`config.mk`:
```
export PLATFORM = sky130hd
export DESIGN_NAME = qpsk_tx_ctrl
export DESIGN_NICKNAME = d
export VERILOG_FILES = /design/src/rtl/qpsk_tx_ctrl.sv
export SDC_FILE = /design/constraint.sdc
export NUM_CORES = 1
export LEC_CHECK = 0
export CORE_MARGIN = 1.5
export CORE_UTILIZATION = 30
export DETAILED_ROUTE_END_ITERATION = 10
export GPL_TIMING_DRIVEN = 0
export PLACE_DENSITY = 0.58
export SYNTH_ARGS = -nofsm -noshare
export SYNTH_HDL_FRONTEND = slang
export SYNTH_SLANG_ARGS = --single-unit
```
`constraint.sdc`:
```
create_clock -name clk -period 3.9 [get_ports clk]
set_input_delay 0.585 -clock clk [delete_from_list [all_inputs] [get_ports clk]]
set_output_delay 0.585 -clock clk [all_outputs]
set_load 0.03 [all_outputs]
```
`src/rtl/qpsk_tx_ctrl.sv`:
```
`default_nettype none
// ============================================================================
//  Module      : qpsk_tx_ctrl
//  Description : Frame sequencer ahead of the QPSK modulator. Accepts payload
//                bytes on a valid/ready stream, frames them as preamble /
//                payload / guard, and emits paced 2-bit {I,Q} symbols, each
//                held for SPS clocks.
//  Revision    : 1.0 - initial release
// ============================================================================
module qpsk_tx_ctrl #(
    parameter int SPS           = 4,
    parameter int PREAMBLE_SYMS = 8,
    parameter int GUARD_SYMS    = 2,
    parameter int LEN_W         = 8
) (
    input  logic             clk,
    input  logic             rst_n,
    input  logic             i_start,
    input  logic [LEN_W-1:0] i_len,
    input  logic [7:0]       i_data,
    input  logic             i_data_valid,
    output logic             o_data_ready,
    input  logic             i_mod_ready,
    output logic             o_sym_I,
    output logic             o_sym_Q,
    output logic             o_sym_valid,
    output logic             o_busy,
    output logic             o_done,
    output logic             o_underrun
);

    localparam int CNT_W = LEN_W + 2;
    localparam int PH_W  = $clog2(SPS);

    localparam logic [1:0] S_IDLE  = 2'd0;
    localparam logic [1:0] S_PRE   = 2'd1;
    localparam logic [1:0] S_PAY   = 2'd2;
    localparam logic [1:0] S_GUARD = 2'd3;

    localparam logic [PH_W-1:0]  c_PH_LAST  = PH_W'(SPS - 1);
    localparam logic [CNT_W-1:0] c_PRE_LAST = CNT_W'(PREAMBLE_SYMS - 1);
    localparam logic [CNT_W-1:0] c_GRD_LAST = CNT_W'(GUARD_SYMS - 1);

    logic [1:0]       r_state;
    logic [1:0]       w_next;
    logic [PH_W-1:0]  r_phase;
    logic [CNT_W-1:0] r_sym_cnt;      // symbols emitted in the current state
    logic [CNT_W-1:0] r_fetched;      // payload bytes accepted this frame
    logic [LEN_W-1:0] r_len;
    logic [7:0]       r_buf;
    logic             r_buf_valid;
    logic [7:0]       r_shift;        // remaining pairs of the byte on air
    logic [1:0]       r_sym;
    logic             r_sym_valid;
    logic             r_done;
    logic             r_underrun;

    logic             w_bnd;
    logic             w_need;
    logic             w_take;
    logic             w_under;
    logic             w_accept;
    logic [CNT_W-1:0] w_pay_last;

    // Symbol boundary: last phase of a symbol with the modulator accepting
    assign w_bnd      = (r_state != S_IDLE) && (r_phase == c_PH_LAST) && i_mod_ready;
    assign w_pay_last = {r_len, 2'b00} - CNT_W'(1);
    // A new byte is needed for the first payload symbol and after every 4th
    assign w_need     = w_bnd &&
                        (((r_state == S_PRE) && (r_sym_cnt == c_PRE_LAST) && (r_len != '0)) ||
                         ((r_state == S_PAY) && (r_sym_cnt[1:0] == 2'b11) && (r_sym_cnt != w_pay_last)));
    assign w_take     = w_need && r_buf_valid;
    assign w_under    = w_need && !r_buf_valid;
    assign w_accept   = i_data_valid && o_data_ready;

    assign o_sym_I     = r_sym[1];
    assign o_sym_Q     = r_sym[0];
    assign o_sym_valid = r_sym_valid;
    assign o_done      = r_done;
    assign o_underrun  = r_underrun;

    // State register
    always_ff @(posedge clk or negedge rst_n) begin
        if (!rst_n) r_state <= S_IDLE;
        else        r_state <= w_next;
    end

    // Next-state decode; an underrun diverts straight into the guard
    always_comb begin
        w_next = r_state;
        case (r_state)
            S_IDLE:  if (i_start) w_next = S_PRE;
            S_PRE:   if (w_bnd && (r_sym_cnt == c_PRE_LAST)) w_next = w_take ? S_PAY : S_GUARD;
            S_PAY:   if (w_bnd && ((r_sym_cnt == w_pay_last) || w_under)) w_next = S_GUARD;
            S_GUARD: if (w_bnd && (r_sym_cnt == c_GRD_LAST)) w_next = S_IDLE;
            default: w_next = S_IDLE;
        endcase
    end

    // Status outputs; ready also opens when the buffer drains this cycle
    always_comb begin
        o_busy       = (r_state != S_IDLE);
        o_data_ready = ((r_state == S_PRE) || (r_state == S_PAY)) &&
                       (!r_buf_valid || w_take) &&
                       (r_fetched < {2'b00, r_len});
    end

    // Pacing counters, byte path and symbol register
    always_ff @(posedge clk or negedge rst_n) begin
        if (!rst_n) begin
            r_phase     <= '0;
            r_sym_cnt   <= '0;
            r_fetched   <= '0;
            r_len       <= '0;
            r_buf       <= '0;
            r_buf_valid <= 1'b0;
            r_shift     <= '0;
            r_sym       <= 2'b00;
            r_sym_valid <= 1'b0;
            r_done      <= 1'b0;
            r_underrun  <= 1'b0;
        end else begin
            r_done     <= w_bnd && (r_state == S_GUARD) && (r_sym_cnt == c_GRD_LAST);
            r_underrun <= w_under;

            if (r_state == S_IDLE) begin
                r_phase     <= '0;
                r_sym_cnt   <= '0;
                r_fetched   <= '0;
                r_sym       <= 2'b00;
                r_sym_valid <= i_start;
                if (i_start) r_len <= i_len;
            end else begin
                if (i_mod_ready) r_phase <= (r_phase == c_PH_LAST) ? '0 : r_phase + PH_W'(1);
                if (w_accept)    r_fetched <= r_fetched + CNT_W'(1);
                r_sym_valid <= w_bnd && (w_next != S_IDLE);
                if (w_bnd) begin
                    r_sym_cnt <= (w_next != r_state) ? '0 : r_sym_cnt + CNT_W'(1);
                    case (w_next)
                        S_PRE:   r_sym <= r_sym_cnt[0] ? 2'b00 : 2'b11;
                        S_PAY:   r_sym <= w_take ? r_buf[7:6] : r_shift[7:6];
                        default: r_sym <= 2'b00;
                    endcase
                end
            end

            // Shift register: reload from the buffer, else step one pair
            if (w_take)                           r_shift <= {r_buf[5:0], 2'b00};
            else if (w_bnd && (r_state == S_PAY)) r_shift <= {r_shift[5:0], 2'b00};

            // Holding buffer; leftovers are discarded outside the data states
            if ((r_state == S_IDLE) || (r_state == S_GUARD)) begin
                r_buf_valid <= 1'b0;
            end else if (w_accept) begin
                r_buf       <= i_data;
                r_buf_valid <= 1'b1;
            end else if (w_take) begin
                r_buf_valid <= 1'b0;
            end
        end
    end

endmodule
`default_nettype wire

```
# ---- Word level (Yosys, flattened, before mapping)
# Cells that the tools add are included.
dict set report classes {
  n_addsub 4
  multipliers 0
  div_mod_pow 0
  n_lt_le_gt_ge 1
  eq_ne 12
  shift 0
  n_mux 25
  bitwise 1
  n_reduce_logical 36
}
# cell count
set op_table {}
lappend op_table {{two-way mux 10 bit} 5}
lappend op_table {{two-way mux 2 bit} 11}
lappend op_table {{adder 10 x 1 -> 10 bit (second input constant)} 2}
lappend op_table {{logical AND 1 bit} 19}
lappend op_table {{two-way mux 8 bit} 2}
lappend op_table {{nonzero test 2 bit} 6}
lappend op_table {{== test 10 x 1 -> 1 bit (second input constant)} 1}
lappend op_table {{== test 10 bit} 1}
lappend op_table {{== test 10 x 3 -> 1 bit (second input constant)} 1}
lappend op_table {{== test 2 bit (second input constant)} 5}
lappend op_table {{less-than comparator 10 x 8 -> 1 bit} 1}
lappend op_table {{!= test 10 bit} 1}
lappend op_table {{subtractor 10 x 1 -> 10 bit (second input constant)} 1}
lappend op_table {{one-hot mux 2 bit (4 select lines)} 1}
lappend op_table {{nonzero test 8 bit} 1}
lappend op_table {{logical OR 1 bit} 5}
lappend op_table {{two-way mux 1 bit} 5}
lappend op_table {{== test 2 x 1 -> 1 bit (second input constant)} 2}
lappend op_table {{one-hot mux 2 bit (2 select lines)} 1}
lappend op_table {{AND reduction 2 bit} 2}
lappend op_table {{nonzero test 3 bit} 1}
lappend op_table {{adder 2 x 1 -> 2 bit (second input constant)} 1}
lappend op_table {{logical NOT 2 bit} 1}
lappend op_table {{!= test 2 bit} 1}
lappend op_table {{other kinds (2)} 2}
dict set report totals {
  ff_bits 54
  latch_bits 0
  ramBits 0
  romBits 0
  in_bits 21
  out_inout_bits 7
  word_cells 91
  memories 0
}

# ---- Depth between registers and ports, before layout
dict set report depth {
  depth_word 14
  depth_mapped 14
}

# ---- Least setup slack after synthesis
# No wires, ideal clock.
dict set report synth_timing {
  kind {register to register}
  from {register r_state[0]}
  to {register r_sym[0]}
  t_arrival_ps 2766
  t_required_ps 3823
  setup_slack_ps 1058
  path_stages_with_launch 14
  n_path_buf 2
  synth_period_minus_slack_ps 2842
  path_cell_list {dfrtp_1 -> inv_1 -> ha_1 -> clkbuf_1 -> and3b_1 -> buf_2 -> nand4_1 -> a41oi_2 -> o211ai_1 -> a22o_1 -> ha_1 -> nor4b_1 -> a21oi_1 -> o21ai_1}
}
dict set report synth_between {
  elab_chain_len 14
  word_cells_on_any_way 32
  cone_classes {eq/ne (5); mux (10); reduce/logical (17)}
}
# item line_no
set synth_rtl {}
lappend synth_rtl {{from (decl)} 44} ;# logic [1:0] r_state;
lappend synth_rtl {{from (signal assigned)} 85} ;# else r_state <= w_next;
lappend synth_rtl {{== test 2 x 1 -> 1 bit / == test 2 bit (equally long branches)} {70, 91, 71}}
lappend synth_rtl {{logical AND 1 bit (on tied branches) (2 in a row)} {70, 71}}
lappend synth_rtl {{logical OR 1 bit} 70} ;# (((r_state == S_PRE) && (r_sym_cnt == c_PRE_LAST) && (r_len != '0)) ||
lappend synth_rtl {{logical AND 1 bit} 69} ;# assign w_need = w_bnd &&
lappend synth_rtl {{logical AND 1 bit} 73} ;# assign w_under = w_need && !r_buf_valid;
lappend synth_rtl {{logical OR 1 bit} 94} ;# S_PAY: if (w_bnd && ((r_sym_cnt == w_pay_last) || w_under)) w_next = S_GUARD;
lappend synth_rtl {{logical AND 1 bit} 94}
lappend synth_rtl {{two-way mux 2 bit} 94}
lappend synth_rtl {{one-hot mux 2 bit (4 select lines) (*)} 91} ;# case (r_state)
lappend synth_rtl {{via w_next[0]} 45} ;# logic [1:0] w_next;
lappend synth_rtl {{== test 2 bit / == test 2 x 1 -> 1 bit (equally long branches)} 139} ;# case (w_next)
lappend synth_rtl {{one-hot mux 2 bit (2 select lines) (*)} 139}
lappend synth_rtl {{two-way mux 2 bit (*)} 137} ;# if (w_bnd) begin
lappend synth_rtl {{two-way mux 2 bit (*)} 126} ;# if (r_state == S_IDLE) begin
lappend synth_rtl {{to (signal assigned)} 140} ;# S_PRE: r_sym <= r_sym_cnt[0] ? 2'b00 : 2'b11;
lappend synth_rtl {{to (signal assigned)} 141} ;# S_PAY: r_sym <= w_take ? r_buf[7:6] : r_shift[7:6];
lappend synth_rtl {{to (decl)} 53} ;# logic [1:0] r_sym;
# Mark *: on every way through the listed nets, which the timed path passes. The rest lies on a longest branch. The select of a mux whose other input is x is not followed.
# A chain may end at the register's enable or synchronous reset.

# ---- Final worst setup path
dict set report layout_timing {
  from {register r_state[0]}
  to {output o_data_ready}
}
dict set report layout_between {
  elab_chain_len 9
  word_cells_on_any_way 16
  cone_classes {eq/ne (2); reduce/logical (14)}
}
# item line_no
set layout_rtl {}
lappend layout_rtl {{== test 2 x 1 -> 1 bit / == test 2 bit (equally long branches)} {70, 103, 71}}
lappend layout_rtl {{logical AND 1 bit (on tied branches) (2 in a row)} {70, 71}}
lappend layout_rtl {{logical OR 1 bit} 70}
lappend layout_rtl {{logical AND 1 bit} 69}
lappend layout_rtl {{logical AND 1 bit} 72} ;# assign w_take = w_need && r_buf_valid;
lappend layout_rtl {{logical OR 1 bit} 104} ;# (!r_buf_valid || w_take) &&
lappend layout_rtl {{logical AND 1 bit (*)} 103} ;# o_data_ready = ((r_state == S_PRE) || (r_state == S_PAY)) &&
lappend layout_rtl {{logical AND 1 bit (*)} 104}
lappend layout_rtl {{to (decl)} 22} ;# output logic o_data_ready,
# Every way passes the cells marked *; elsewhere a longest branch is shown, timed or not.

==> out/results.txt <==
Derived from the worst setup path, the maximum achievable clock frequency is 293 MHz. For this design the ratio of total power to cell area is 497 nW/um2. The synthesized flop and latch total works out to 52. Post-CTS setup buffer count: 0.

Cell depth of the worst flop-to-flop path: 13. Sequential elements use 40.0% of the synthesized area. For this block, the routed nets add up to 6930 um of wire.

The number of CTS-inserted buffers is 5. The worst register-to-register path ends at r_sym[1]. For the worst-skew pair, the clock arrives at the later sink with an insertion delay of 310 ps.

Summed over its instances, the top area cell type makes up 40.0% of the synthesized netlist area. The final instance count without filler cells is 497. The analysis attributes to cell leakage a power of 1.66 nW. For this configuration, the core starts out at a cell density of 31.2%.

For this block, the via count after detailed routing is 2499. The first global-routing pass estimated 11600 um of wire. At the pin with the least slew margin, the transition time is 617 ps. The buffer depth of the longest clock path was 2. The synthesized design contains 0 enable-type register cells.

For this run, the leading register cell type out of synthesis is dfrtp_1. In this run the tightest slew margin relative to its limit is 58.8%. The cell sitting at the root of the clock tree is a clkbuf_8.

In the final design database the tool counted 401 nets. Leaving out fill and tap cells, the most frequent cell in the layout is dfrtp_1. The tools report the final antenna diode count as 0. The first-pass iteration count of the detailed router is 4, and the die height is 107 um.

Leaving out fill and tap cells, the most frequent cells in the layout are dfrtp_1 (52), clkdlybuf4s50_1 (25), nand2_1 (21). TritonCTS built the clock tree. Startpoint kind of the worst setup timing path: a flop. STA puts the critical path data arrival time at 2820 ps. The I/O pin total is 28, and the largest fanout on the critical path is 7.

The tools report the cell area reported after detailed placement as 3710 um2. The floorplan has 37 rows. The die outline width is 107 um, and the number of violations reported at the end of detailed-routing iteration 0 is 76.

In the post-synthesis netlist, the biggest area contributors are dfrtp_1 (40%), ha_1 (7.7%), mux2_1 (2.8%). Entering global routing, the biggest net connects 32 pins. For this run the aggregate overflow at the end of global routing stands at 0. The number of buffers and inverters on the critical path is 4. The critical path goes through inv_1 > ha_1 > clkbuf_1 > and3b_1 > buf_2 > nand4_1 > a41oi_4 > o31ai_1 > nor2_1 > dlymetal6s2s_1.

For this run, the number of Yosys warnings is 0. Relative to the synthesized area, the layout overhead comes to 17.5%. The area enclosed by the die boundary is 11500 um2.

Setup repair after global routing left no endpoint under its margin. The HPWL after detailed placement came out at 5170 um. The critical path in this run is classified as reg2out.

The final hold violation count was 0; the remaining routing DRC violations was 0. Buffers inserted to repair hold after CTS numbered 0. In this design, the stage delay of the slowest critical-path cell is 460 ps.

Clock-pin slew was measured on the worst setup and hold paths at 110 ps. The area occupied by multi-input gates was 1820 um2. Broken down by cell family, the worst path's largest delay share belongs to buffers and inverters. Class of the worst hold path: in2async.

The tools report the required time of the worst setup path as 3310 ps. The detail route stage leaves a number of antenna-violating nets equal to 0. The tools report the setup violation total in the final timing report as 0. In this run the cell area of the synthesized design comes to 3250 um2. The number of global-route vias before repair is 2469.

The worst-case IR drop observed on VDD is 0.204 mV. Counting I/O delays and the setup requirement, the final critical path takes 3410 ps. For the final database, setup skew stands at 5.93 ps. The synthesized netlist contains 65 unique library cells.

For the count of fill cells added during filler insertion, the log shows 1072. The nature of the critical path endpoint was an output pin. In the finished design, the share of the clock period the worst path needs comes to 87.4%. Worst-case register-to-register setup slack: 610 ps. In the final layout, the share of cells above drive strength 1 is 11.1%. Dividing the synthesized area by the synthesized cell count gives 10.0 um2. The net count of the mapped netlist is 366.

The tools report the count of H-tree levels built during CTS as 2. The post-detailed-route wirelength per cell was 13.9 um; the final RePlAce weighted congestion was 0.842. Vias per cell: 5.03. The cell count after synthesis was 325; the post-synthesis async set-or-reset flop share was 100%. Counting every sink on the clock net gives 52. The largest total area in the synthesized netlist belongs to dfrtp_1. The logs give 0 for the total count of max-transition violations in the final report and 3820 um2 for the post-route cell area. The count of buffers inserted at the top-level ports is 27. Slowest cell on the critical path: dfrtp_1. In the final timing run, aggregate negative setup slack is 0 ps. The total area inside the core boundary comes to 10400 um2. The startpoint identified for the worst register-to-register timing path is r_state[0]. For the number of antenna violations at the first check in global routing, the log shows 0.

Hold timing on the final database bottoms out at a slack of 238 ps. Summing all flip-flop and latch instances after layout gives 1300 um2. Global routing used 12.8% of the available tracks across all layers. The flow ran to the end, and the final reports show no timing, DRC or antenna violations. In this run, placement finished with an instance count of 489.

Max-cap violations in this run came to 0.
-- final cells by class --
type                       count  area share [%]
clock buffer                   5            1.80
clock inverter                 3           0.688
sequential                    52            34.1
multi-input combinational    238            47.6
tap                          136            4.46
timing repair buffer          28            7.54
buffer                        17            2.10
inverter                      18            1.77
-- synth_stat cells (all sizes together), types with 3 or more instances --
master   n
a21o     6
nor2    12
o21ai   23
a211o    3
nand3   14
a31oi    4
inv     18
dfrtp   52
nand2   21
clkbuf  10
a21oi   17
nor3     3
and3    10
o31ai    7
xnor2    5
nor2b    6
o211ai   4
nor4     5
ha      20
o21bai   5
mux2i    7
nor3b    4
xor2     7
or4      6
mux2    16
and3b    3
buf      7
-- report_power, final --
group	internal, W	switching (W)
clock	0.000131	0.000204
sequential	0.000652	0.000116
combinational	0.000345	0.000450
-- how the worst max path moves through the flow --
| stage | cells past startpoint | start | endpoint | slack, ps |
|---|---|---|---|---|
| floorplan | 13 | r_state[0] | r_sym[0] | 1060 |
| global placement | 8 | i_mod_ready | o_data_ready | 240 |
| detailed placement | 8 | i_mod_ready | o_data_ready | 240 |
| CTS | 10 | r_state[0] | o_data_ready | 70 |
| global route | 10 | r_len[1] | o_data_ready | 250 |
| finish | 10 | r_state[0] | o_data_ready | 490 |
-- repair_timing --
action | 4_1_cts | 5_1_grt
gates resized for setup | 1 | 2
pin swaps | 0 | 0
hold endpoints to repair | 0 | 0
setup endpoints to repair | 1 | 1
-- through the flow --
step	setup slack, ps	util, %	total power [W]
after floorplan	1060	-	0.00134
after global placement	241	35.4	0.00155
after detailed placement	236	35.6	0.00157
after CTS	69.9	36.5	0.00191
after global routing	252	36.7	0.00205
final	490	36.7	0.00190
-- worst reg2reg max path: stages (launching register included) --
cell and delay, ps:
dfrtp_1 460, inv_1 130, ha_1 210, clkbuf_1 160
and3b_1 220, buf_2 150, nand4_1 250, a41oi_4 380
o211ai_1 150, a22o_1 290, ha_1 310, nor4b_1 330
a21oi_1 70, o21ai_1 100
-- layer usage --
layer / up-vias / wire [um] / GRT usage [%]
met3: 7 / 294 / 2.37
met4: 0 / 63 / 3.33
met1: 1191 / 3400 / 16.6
met5: - / 0 / 0
met2: 48 / 3170 / 21.7
li1: 1253 / - / -
-- cell families (layout without fill, tap and decap cells) --
family | count (synthesis) | count (layout) | synth area share, %
xor gates and xnor gates | 12 | 12 | 3.46
DFF | 52 | 52 | 40.0
adders and majority gates | 20 | 20 | 7.70
AOI/OAI and AO/OA | 87 | 87 | 19.3
and+or+nand+nor | 96 | 96 | 17.3
muxes | 23 | 23 | 7.70
buffers and inverters | 35 | 71 | 4.54
-- flip-flops by register name (all words and copies together) (netlist names) --
register / count
r_fetched: 10
r_sym_cnt: 10
r_buf: 8
r_len: 8
r_shift: 6
r_phase: 2
r_state: 2
r_sym: 2
o_done: 1
o_sym_valid: 1
o_underrun: 1
r_buf_valid: 1
(Power assumes the default switching activity.)
